===== config.mk =====
export PLATFORM = sky130hd
export DESIGN_NAME = midi_voice_ctrl
export DESIGN_NICKNAME = d
export VERILOG_FILES = /design/src/rtl/midi_pkg.sv /design/src/rtl/midi_note_fcw.sv /design/src/rtl/midi_voice_ctrl.sv
export SDC_FILE = /design/constraint.sdc
export NUM_CORES = 1
export LEC_CHECK = 0
export CAP_MARGIN = 15
export CORE_UTILIZATION = 35
export DETAILED_ROUTE_END_ITERATION = 7
export GPL_TIMING_DRIVEN = 0
export PLACE_DENSITY = 0.58
export SYNTH_ARGS = -nofsm -noshare
export SYNTH_HDL_FRONTEND = slang
export SYNTH_HIERARCHICAL = 1
export SYNTH_SLANG_ARGS = --single-unit

===== constraint.sdc =====
create_clock -name i_clk -period 6.94 [get_ports i_clk]
set_clock_uncertainty 0.15 [all_clocks]
set_input_delay 1.041 -clock i_clk [delete_from_list [all_inputs] [get_ports i_clk]]
set_output_delay 1.041 -clock i_clk [all_outputs]
set_load 0.03 [all_outputs]

===== src/rtl/midi_pkg.sv =====
// Shared MIDI definitions for the voice controller: status byte constants,
// parser state encoding and a status-classification helper.
package midi_pkg;

    localparam logic [7:0] NOTE_OFF = 8'h80;
    localparam logic [7:0] NOTE_ON  = 8'h90;
    localparam logic [7:0] SYS_BASE = 8'hF0;
    localparam logic [7:0] RT_BASE  = 8'hF8;

    typedef enum logic [1:0] {
        IDLE  = 2'd0,
        DATA1 = 2'd1,
        DATA2 = 2'd2
    } parse_state_t;

    // Program change and channel pressure carry a single data byte.
    function automatic logic is_one_data(input logic [7:0] status);
        return (status[7:4] == 4'hC) || (status[7:4] == 4'hD);
    endfunction

endpackage


===== src/rtl/midi_note_fcw.sv =====
// Note number to tone-generator frequency control word (48 kHz sample rate,
// 16-bit phase accumulator), with a registered read port.
module midi_note_fcw (
    input  logic        i_clk,
    input  logic        i_rst_n,
    input  logic [6:0]  addr_s,
    output logic [15:0] fcw_r
);

    logic [15:0] rom_s [128];

    // Equal-tempered table around A4 = 440 Hz (note 69), rounded to nearest.
    for (genvar g = 0; g < 128; g++) begin : g_rom
        localparam real FREQ     = 440.0 * (2.0 ** ((g - 69) / 12.0));
        localparam real FCW_REAL = FREQ * 65536.0 / 48000.0;
        assign rom_s[g] = 16'($rtoi(FCW_REAL + 0.5));
    end

    // Registered table lookup.
    always_ff @(posedge i_clk or negedge i_rst_n) begin
        if (!i_rst_n) begin
            fcw_r <= 16'd0;
        end else begin
            fcw_r <= rom_s[addr_s];
        end
    end

endmodule


===== src/rtl/midi_voice_ctrl.sv =====
// Monophonic MIDI voice controller: parses a UART byte stream with running
// status and drives a tone generator (fcw, gate, note, velocity).
module midi_voice_ctrl
    import midi_pkg::*;
#(
    parameter logic [3:0] CHANNEL = 4'd0
) (
    input  logic        i_clk,
    input  logic        i_rst_n,
    input  logic        i_ready,
    input  logic [7:0]  i_data_byte,
    output logic [15:0] o_fcw,
    output logic        o_gate,
    output logic [6:0]  o_note,
    output logic [6:0]  o_velocity,
    output logic        o_event
);

    parse_state_t state_r;
    logic [7:0]   rs_r;
    logic         rs_valid_r;
    logic [6:0]   data1_r;
    logic         pend_valid_r;
    logic         pend_on_r;
    logic [6:0]   pend_note_r;
    logic [6:0]   pend_vel_r;
    logic [15:0]  rom_fcw_s;
    logic         is_rt_s;
    logic         is_sys_s;
    logic         own_note_msg_s;
    logic         is_note_on_s;

    assign is_rt_s        = (i_data_byte >= RT_BASE);
    assign is_sys_s       = (i_data_byte >= SYS_BASE) && !is_rt_s;
    assign is_note_on_s   = (rs_r[7:4] == NOTE_ON[7:4]);
    assign own_note_msg_s = ((rs_r[7:4] == NOTE_OFF[7:4]) || is_note_on_s)
                            && (rs_r[3:0] == CHANNEL);

    // ROM address is the stored first data byte, so the lookup lands in the
    // same cycle as the pending action it belongs to.
    midi_note_fcw u_note_fcw (
        .i_clk   (i_clk),
        .i_rst_n (i_rst_n),
        .addr_s  (data1_r),
        .fcw_r   (rom_fcw_s)
    );

    // Byte parser with running status; emits one pending note action per message.
    always_ff @(posedge i_clk or negedge i_rst_n) begin
        if (!i_rst_n) begin
            state_r      <= IDLE;
            rs_r         <= 8'd0;
            rs_valid_r   <= 1'b0;
            data1_r      <= 7'd0;
            pend_valid_r <= 1'b0;
            pend_on_r    <= 1'b0;
            pend_note_r  <= 7'd0;
            pend_vel_r   <= 7'd0;
        end else begin
            pend_valid_r <= 1'b0;
            if (i_ready && !is_rt_s) begin
                if (is_sys_s) begin
                    rs_valid_r <= 1'b0;
                    state_r    <= IDLE;
                end else if (i_data_byte[7]) begin
                    rs_r       <= i_data_byte;
                    rs_valid_r <= 1'b1;
                    state_r    <= DATA1;
                end else begin
                    case (state_r)
                        IDLE, DATA1: begin
                            if (rs_valid_r) begin
                                data1_r <= i_data_byte[6:0];
                                state_r <= is_one_data(rs_r) ? IDLE : DATA2;
                            end
                        end
                        DATA2: begin
                            state_r      <= IDLE;
                            pend_valid_r <= own_note_msg_s;
                            pend_on_r    <= is_note_on_s && (i_data_byte[6:0] != 7'd0);
                            pend_note_r  <= data1_r;
                            pend_vel_r   <= i_data_byte[6:0];
                        end
                        default: state_r <= IDLE;
                    endcase
                end
            end
        end
    end

    // Voice state update; a release only affects the note currently sounding.
    always_ff @(posedge i_clk or negedge i_rst_n) begin
        if (!i_rst_n) begin
            o_fcw      <= 16'd0;
            o_gate     <= 1'b0;
            o_note     <= 7'd0;
            o_velocity <= 7'd0;
            o_event    <= 1'b0;
        end else begin
            o_event <= 1'b0;
            if (pend_valid_r) begin
                if (pend_on_r) begin
                    o_fcw      <= rom_fcw_s;
                    o_gate     <= 1'b1;
                    o_note     <= pend_note_r;
                    o_velocity <= pend_vel_r;
                    o_event    <= 1'b1;
                end else if (o_gate && (pend_note_r == o_note)) begin
                    o_gate  <= 1'b0;
                    o_event <= 1'b1;
                end
            end
        end
    end

endmodule

After elaboration in Yosys (flattened, before gate mapping)
Memories as Yosys holds them, arrays and structs flattened. A register that Yosys moved wholly into a read port is not among the register bits. Index checks and enable logic that the tools add are counted.

Order comparisons: 2. Equality and inequality tests: 8. Mux-type cells: 16. Bitwise operators: 3. Reduce and logical (&&, ||, !) cells: 22.

Operators by type and width (number): equality test 4 bit (second input constant) (4); >= comparator 8 bit (second input constant) (2); two-way mux 1 bit (11); two-way mux 2 bit (5); inverter 7 -> 8 bit (1); AND reduction 2 bit (4); equality test 7 bit (1); nonzero test 7 bit (1); logical AND 1 bit (5); AND reduction 5 bit (1); logical NOT 4 bit (1); != test 4 bit (second input constant) (1); AND reduction 4 bit (1); nonzero test 2 bit (2); AND reduction 3 bit (1); equality test 2 x 1 -> 1 bit (second input constant) (1); equality test 2 bit (second input constant) (1); logical NOT 1 bit (2); logical NOT 2 bit (1); logical OR 1 bit (2); inverter 1 bit (2); OR reduction 2 bit (1).

Flip-flop bits (word level): 66. Bits in read-only memories: 2048. Input port bits: 11. Output and inout port bits: 32. Logic and storage cells: 65. Memories: 1.

Memories: (name not given) (words 128, bits a word 16, read ports 1, clocked after memory_dff 1, write ports 0, line midi_note_fcw.sv:24) `fcw_r <= rom_s[addr_s];`.

Longest topological paths before layout
Gate-level depths: netlist of the first run.

Depth in word-level cells: 7. Gate-level depth with buffers: 9. Mapped depth without buffers: 7.

Hierarchy
Netlist of the first run, hierarchy kept.

By module, submodules not included: midi_voice_ctrl (instances 1, cells each 171, area each 2647.5 um^2, seq. area each 1651.6 um^2); midi_note_fcw (instances 1, cells each 321, area each 2356.0 um^2, seq. area each 375.4 um^2).

Worst setup path after synthesis of the first run
OpenSTA, ideal clock, no wires.

Kind: reg2reg. From: register data1_r[1]. To: register u_note_fcw.fcw_r[2]. Setup time: 0.069 ns. Arrival: 2.221 ns. Setup slack: 4.500 ns. Stages on the path, launching flop included: 10. Buffers on the path: 2. Period minus slack after synthesis: 2.440 ns. Path through: dfrtp_1 buf_2 inv_1 ha_1 buf_6 inv_2 mux4_2 a2111oi_1 a41oi_1 nand3_1.

Longest elaborated chain between the ends: 1.

Ends and longest elaborated chain: start, declared (line midi_voice_ctrl.sv:22) `logic [6:0] data1_r;`; start signal, assigned (line midi_voice_ctrl.sv:73) `data1_r <= i_data_byte[6:0];`; inverter 7 -> 8 bit (not written as such) (line midi_note_fcw.sv:24); end, declared (line midi_note_fcw.sv:7) `output logic [15:0] fcw_r`.

Every way passes these cells. A chain may end at the register's enable or synchronous reset.

Worst setup path after layout of the first run
From: register data1_r[1]. To: register u_note_fcw.fcw_r[0].

Same word-level chain as after synthesis.

==> results of run 1 <==
[synth_stat cells, drive strengths merged, types with 2 or more instances]
cell type	count	area share
nand2b	14	0.018
or4	2	0.0030
mux2i	4	0.0080
mux4	4	0.018
o211ai	11	0.017
a31oi	7	0.0088
o32ai	3	0.0053
nor2	27	0.020
clkbuf	10	0.0075
mux2	60	0.14
o311ai	2	0.0035
nand3	15	0.015
xnor2	7	0.012
a211o	4	0.0070
a21o	3	0.0045
dfrtp	81	0.41
nand2	30	0.024
nor4	2	0.0025
and3	7	0.0090
a211oi	14	0.022
o31a	2	0.0038
or3	2	0.0025
buf	30	0.044
a221oi	3	0.0065
o21ai	33	0.033
nand3b	2	0.0030
nor2b	10	0.013
ha	13	0.033
a2111oi	2	0.0038
a311oi	4	0.0070
o22a	4	0.0070
o31ai	6	0.0090
nor3	10	0.010
inv	15	0.011
a21oi	23	0.023
o2111ai	2	0.0035
and2	4	0.0050
[worst max path at each step]
stage	start	cells past startpoint	end	slack, ps
global placement	i_rst_n	1	u_note_fcw/fcw_r[6]	1960
global route	data1_r[1]	9	u_note_fcw/fcw_r[0]	3640
CTS	data1_r[1]	9	u_note_fcw/fcw_r[2]	3850
finish	data1_r[1]	9	u_note_fcw/fcw_r[0]	3720
floorplan	data1_r[1]	9	u_note_fcw/fcw_r[2]	4500
detailed placement	data1_r[1]	9	u_note_fcw/fcw_r[2]	3860
[layer usage]
| metal | vias up | track usage |
|---|---|---|
| met5 | - | 0 |
| met4 | 0 | 0.152 |
| met3 | 78 | 0.0478 |
| met2 | 260 | 0.347 |
| met1 | 2163 | 0.311 |
| li1 | 1916 | - |
[flip-flops by register name, summed over array words and instances (netlist names), 2 cells and up]
signal            count
data1_r               7
o_fcw                16
o_note                7
o_velocity            7
pend_note_r           7
pend_vel_r            7
rs_r                  8
state_r               2
u_note_fcw/fcw_r     15
[cell usage in the layout (no fill, tap or decap), drive strengths merged, types with 3 or more instances in the layout]
master and n:
dfrtp 81, mux2 60, clkdlybuf4s50 41, o21ai 33
buf 32, nand2 30, nor2 27, a21oi 23
clkbuf 19, inv 17, nand3 15, nand2b 14
a211oi 14, ha 13, o211ai 11, nor2b 10
nor3 10, xnor2 7, a31oi 7, and3 7
o31ai 6, o22a 4, and2 4, a211o 4
mux4 4, mux2i 4, a311oi 4, a21o 3
o32ai 3, a221oi 3, clkinv 3
[metrics by stage]
stage	hold slack (ps)	instance area, um^2	util	setup WS [ps]	total power, mW
after global placement	309	5650	0.405	1960	1.88
after global routing	344	5990	0.430	3640	2.51
after floorplan	292	5000	-	4500	1.46
after detailed placement	315	5670	0.407	3860	1.85
final	326	5990	0.430	3720	2.40
after CTS	328	5990	0.430	3850	2.37
[cells by family after synthesis]
family                   synth area share
AO/OA/AOI/OAI                       0.186
AND/OR/NAND/NOR                     0.134
flip-flops                          0.405
multiplexers                        0.166
buffers and inverters              0.0635
adder cells (fa/ha/maj)            0.0325
XOR/XNOR                           0.0123
other                            0.000749
[power by group through the flow]
| stage | Sequential (mW) | Combinational [mW] | Clock [mW] |
|---|---|---|---|
| after floorplan | 0.643 | 0.820 | 0 |
| after global placement | 0.662 | 1.22 | 0 |
| after detailed placement | 0.670 | 1.18 | 0 |
| after CTS | 0.662 | 1.19 | 0.518 |
| after global routing | 0.675 | 1.30 | 0.534 |
| final | 0.661 | 1.23 | 0.504 |
[layout make-up]
type / instances / area share
clock inverter: 6 / 0.0152
sequential: 81 / 0.338
tap: 180 / 0.0376
clock buffer: 9 / 0.0376
buffer: 40 / 0.0430
timing repair buffer: 43 / 0.0744
inverter: 16 / 0.0100
multi-input combinational: 355 / 0.444
==> results.toml, run 1 <==
[run_status]
outcome = "finished clean"

[global_route]
grt_overflow = 0
grt_max_degree = 64
grt_pass1_vias = 4483
antenna_found_initial = 0
grt_use_total = 0.235
grt_pass1_wl_um = 25600

[placement]
dp_hpwl_um = 11800
dp_cells = 715
place.gp.congestion = 1.05
portBuffers = 42

[synthesis]
synth_seq_cells = 81
ys.flop_type = "dfrtp_1"
netlist_area_um2 = 5000
async_flop_share = 1.00
seq_area_frac_synth = 0.405
yosysUniqueCellTypes = 70
postSynthAreaPerCell_um2 = 10.2
syn_inst = 492
ys_warn_count = 6
synth_nets = 516
synth_edf_count = 0

[timing]
worst_pin_slew_ps = 840
final-setup-viol-count = 0
final_max_slew_viol_count = 0
tns_ps = 0
slew_headroom = 0.439
period_minus_slack_ps = 3220
hold_viol_final = 0
max_freq_mhz = 310
rsz0062_at_grt = "no"
post-route-period-util = 0.464

[cts]
cts_resized = 0
clkTransAtPathRegs_ps = 60
clockBufferDepth = 2
cts_tree = "done"
clkLatencyLatePin_ps = 340
ctsHoldBuffers = 0
cts_setup_buffers = 0
root_buffer = "clkbuf_16"
cts_inserted_buffers = 9
cts_htree_levels = 3
clock-sinks = 81

[routing]
viasPerCell = 6.05
wl_met3_um = 1280
wl_per_cell_um = 22.4
first_iter_violations = 526
dr.pass1.iters = 5
num_vias = 4417
ant_nets = 0
highest_layer = "met4"
wl_met2_um = 7110
met1Wirelength_um = 7110
drc = 0
detail_route.wirelength_um = 16400

[worst_setup_path]
crit_arrival_ps = 3290
critPathRequiredTime_ps = 7010
startpoint_type = "register"
crit_path_end_kind = "register"
reg2reg_depth = 9
cp_slowest_cell = "dfrtp_1"
crit_chain = "buf_2, inv_1, ha_1, buf_6, nor2_1, a21oi_1, a311o_1, o31a_1, a21oi_1"
worstReg2RegEnd = "u_note_fcw/fcw_r[0]"
regToRegSetupSlack_ps = 3720
crit_type = "register to register"
critical_path.max_stage_delay_ps = 600
worst-path-buf-inv = 3
cp_top_family = "compound AO/OA/AOI/OAI gates"
path_common_cell = "a21oi_1"
cp_max_fo = 11
r2r_start = "data1_r[1]"

[worst_hold_path]
min_from = "u_note_fcw/fcw_r[14]"
min_to = "o_fcw[14]"
hold_path.class = "register to register"
whs_path_depth = 1

[power]
ir_worst_vdd_uv = 163
swShare = 0.437
power.leakage_nw = 2.58
internal_power_mw = 1.35
clock_power_share = 0.210
power_frac_comb = 0.514
seqPwrFrac = 0.276
p_per_area_nw_per_um2 = 400
p_switching_mw = 1.05

[floorplanning]
die_w_um = 122
die_h_um = 122
ioPinCount = 43
row_count = 43
coreArea_um2 = 13900
initial_core_util = 0.359
die-area_um2 = 14800

[final_layout]
antenna_cells = 0
nets = 570
area_growth_pct = 19.7
multiInputGateArea_um2 = 2660
drive_above_1_share = 0.220
fill_cells = 1350
final_cells = 730
register_area_um2 = 2030

[flow_run]
drv_cap = 0
No activity file was read; power rests on OpenSTA's default activity.
==> run 2: changes to the inputs <==
- clock period: 6.94 -> 3.3 ns (I/O delays scaled with it)
==> results.toml, run 2 (synthesized netlist as in run 1, its figures left out) <==
[final_layout]
final_common_cell = "dfrtp_1"
drive_above_1_share = 0.221
area_growth_pct = 20.0
fin_util = 0.431
final_cell_area_um2 = 6000
top_regs = "o_fcw (16), u_note_fcw/fcw_r (15), rs_r (8)"
largest_reg_flops = 16
nets = 571
antenna_cells = 0
top_register = "o_fcw"
final_cell_mix = "80 x dfrtp_1, 53 x mux2_2, 41 x clkdlybuf4s50_1"

[power]
ir_worst_vdd_uv = 345
power.leakage_nw = 2.59
finalPower_mw = 5.04
p_per_area_nw_per_um2 = 840

[timing]
hold_viol_final = 0
hold_slack_ps = 326
post-route-period-util = 0.920
rsz0062_at_grt = "no"
final-setup-viol-count = 0
worst_pin_slew_ps = 935
tns_ps = 0
period_minus_slack_ps = 3040
slew_headroom = 0.376
max_freq_mhz = 329
final_max_slew_viol_count = 0

[worst_setup_path]
crit_arrival_ps = 3100
crit_path_end_kind = "register"
regToRegSetupSlack_ps = 260
cp_max_fo = 11
startpoint_type = "register"
critPathRequiredTime_ps = 3370
crit_type = "register to register"

[flow_run]
drv_cap = 0

[floorplanning]
die_w_um = 122
coreArea_um2 = 13900
row_count = 43
die-area_um2 = 14800
ioPinCount = 43
die_h_um = 122
initial_core_util = 0.359

[routing]
ant_nets = 0
num_vias = 4430
viasPerCell = 6.06
dr.pass1.iters = 6
first_iter_violations = 481
drc = 0
detail_route.wirelength_um = 16400
wl_per_cell_um = 22.5

[global_route]
grt_use_total = 0.235
grt_max_degree = 64
grt_overflow = 0
antenna_found_initial = 0
grt_pass1_wl_um = 25600
grt_pass1_vias = 4489

[placement]
dp_hpwl_um = 11800
detailed_place.area_um2 = 5670
portBuffers = 42
place.gp.congestion = 1.05

[cts]
cts_setup_buffers = 0
clockBufferDepth = 2
root_buffer = "clkbuf_16"
clock-sinks = 81
clkLatencyLatePin_ps = 340
cts_inserted_buffers = 9
cts_htree_levels = 3
cts_tree = "done"
clkTransAtPathRegs_ps = 60

[run_status]
outcome = "finished clean"

[worst_hold_path]
hold_path.class = "register to register"
==> run 2: changes by cell type in the layout (fill, tap and decap cells not counted), sizes merged <==
cell,before,now
dlygate4sd3,0,1
==> run 2: final timing paths <==
path / start / endpoint / cells past startpoint
worst max-delay path: data1_r[1] / u_note_fcw/fcw_r[0] / 9
worst min-delay path: u_note_fcw/fcw_r[14] / o_fcw[14] / 1
worst max register to register: data1_r[1] / u_note_fcw/fcw_r[0] / 9
worst min register to register: u_note_fcw/fcw_r[14] / o_fcw[14] / 1
max in group asynchronous: i_rst_n / o_fcw[8] / 3
min in group asynchronous: i_rst_n / state_r[0] / 2
==> run 2: cell type report <==
class                           instances  area [um^2]
Buffer                                 40          258
Sequential cell                        81         2030
Multi-Input combinational cell        355         2660
Clock inverter                          6         91.3
Clock buffer                            9          225
Timing Repair Buffer                   44          455
Fill cell                            1349         7930
Inverter                               16         60.1
Tap cell                              180          225
==> run 2: where the power goes <==
part           switching [mW]  internal, mW
Sequential              0.171          1.22
Combinational            1.63         0.959
Clock                   0.396         0.663
Total                    2.20          2.84
==> run 2: per-stage QoR <==
| stage | setup slack (ps) | instances |
|---|---|---|
| 3_3_place_gp | -1130 | 714 |
| 3_5_place_dp | 224 | 715 |
| 2_1_floorplan | 860 | 492 |
| 5_1_grt | 153 | 731 |
| 6_report | 263 | 731 |
| 4_1_cts | 207 | 731 |
==> run 2: repair_timing <==
action / CTS / global route
hold buffers: 1 / 0
endpoints found under the hold margin: 18 / 0
gates resized for setup: 0 / 1
endpoints found under the setup margin: 0 / 1
==> run 2: routing by layer <==
layer / global-route usage / part of all wire
met1: 0.311 / 0.43
met2: 0.347 / 0.44
met3: 0.0478 / 0.077
met4: 0.152 / 0.053
met5: 0 / 0
==> run 2: critical path: stages (launching register included) <==
cell	delay [ps]
dfrtp_2	500
buf_2	280
inv_1	170
ha_1	340
buf_6	160
nor2_1	310
a21oi_1	70
a311o_1	360
o31a_1	300
a21oi_1	260
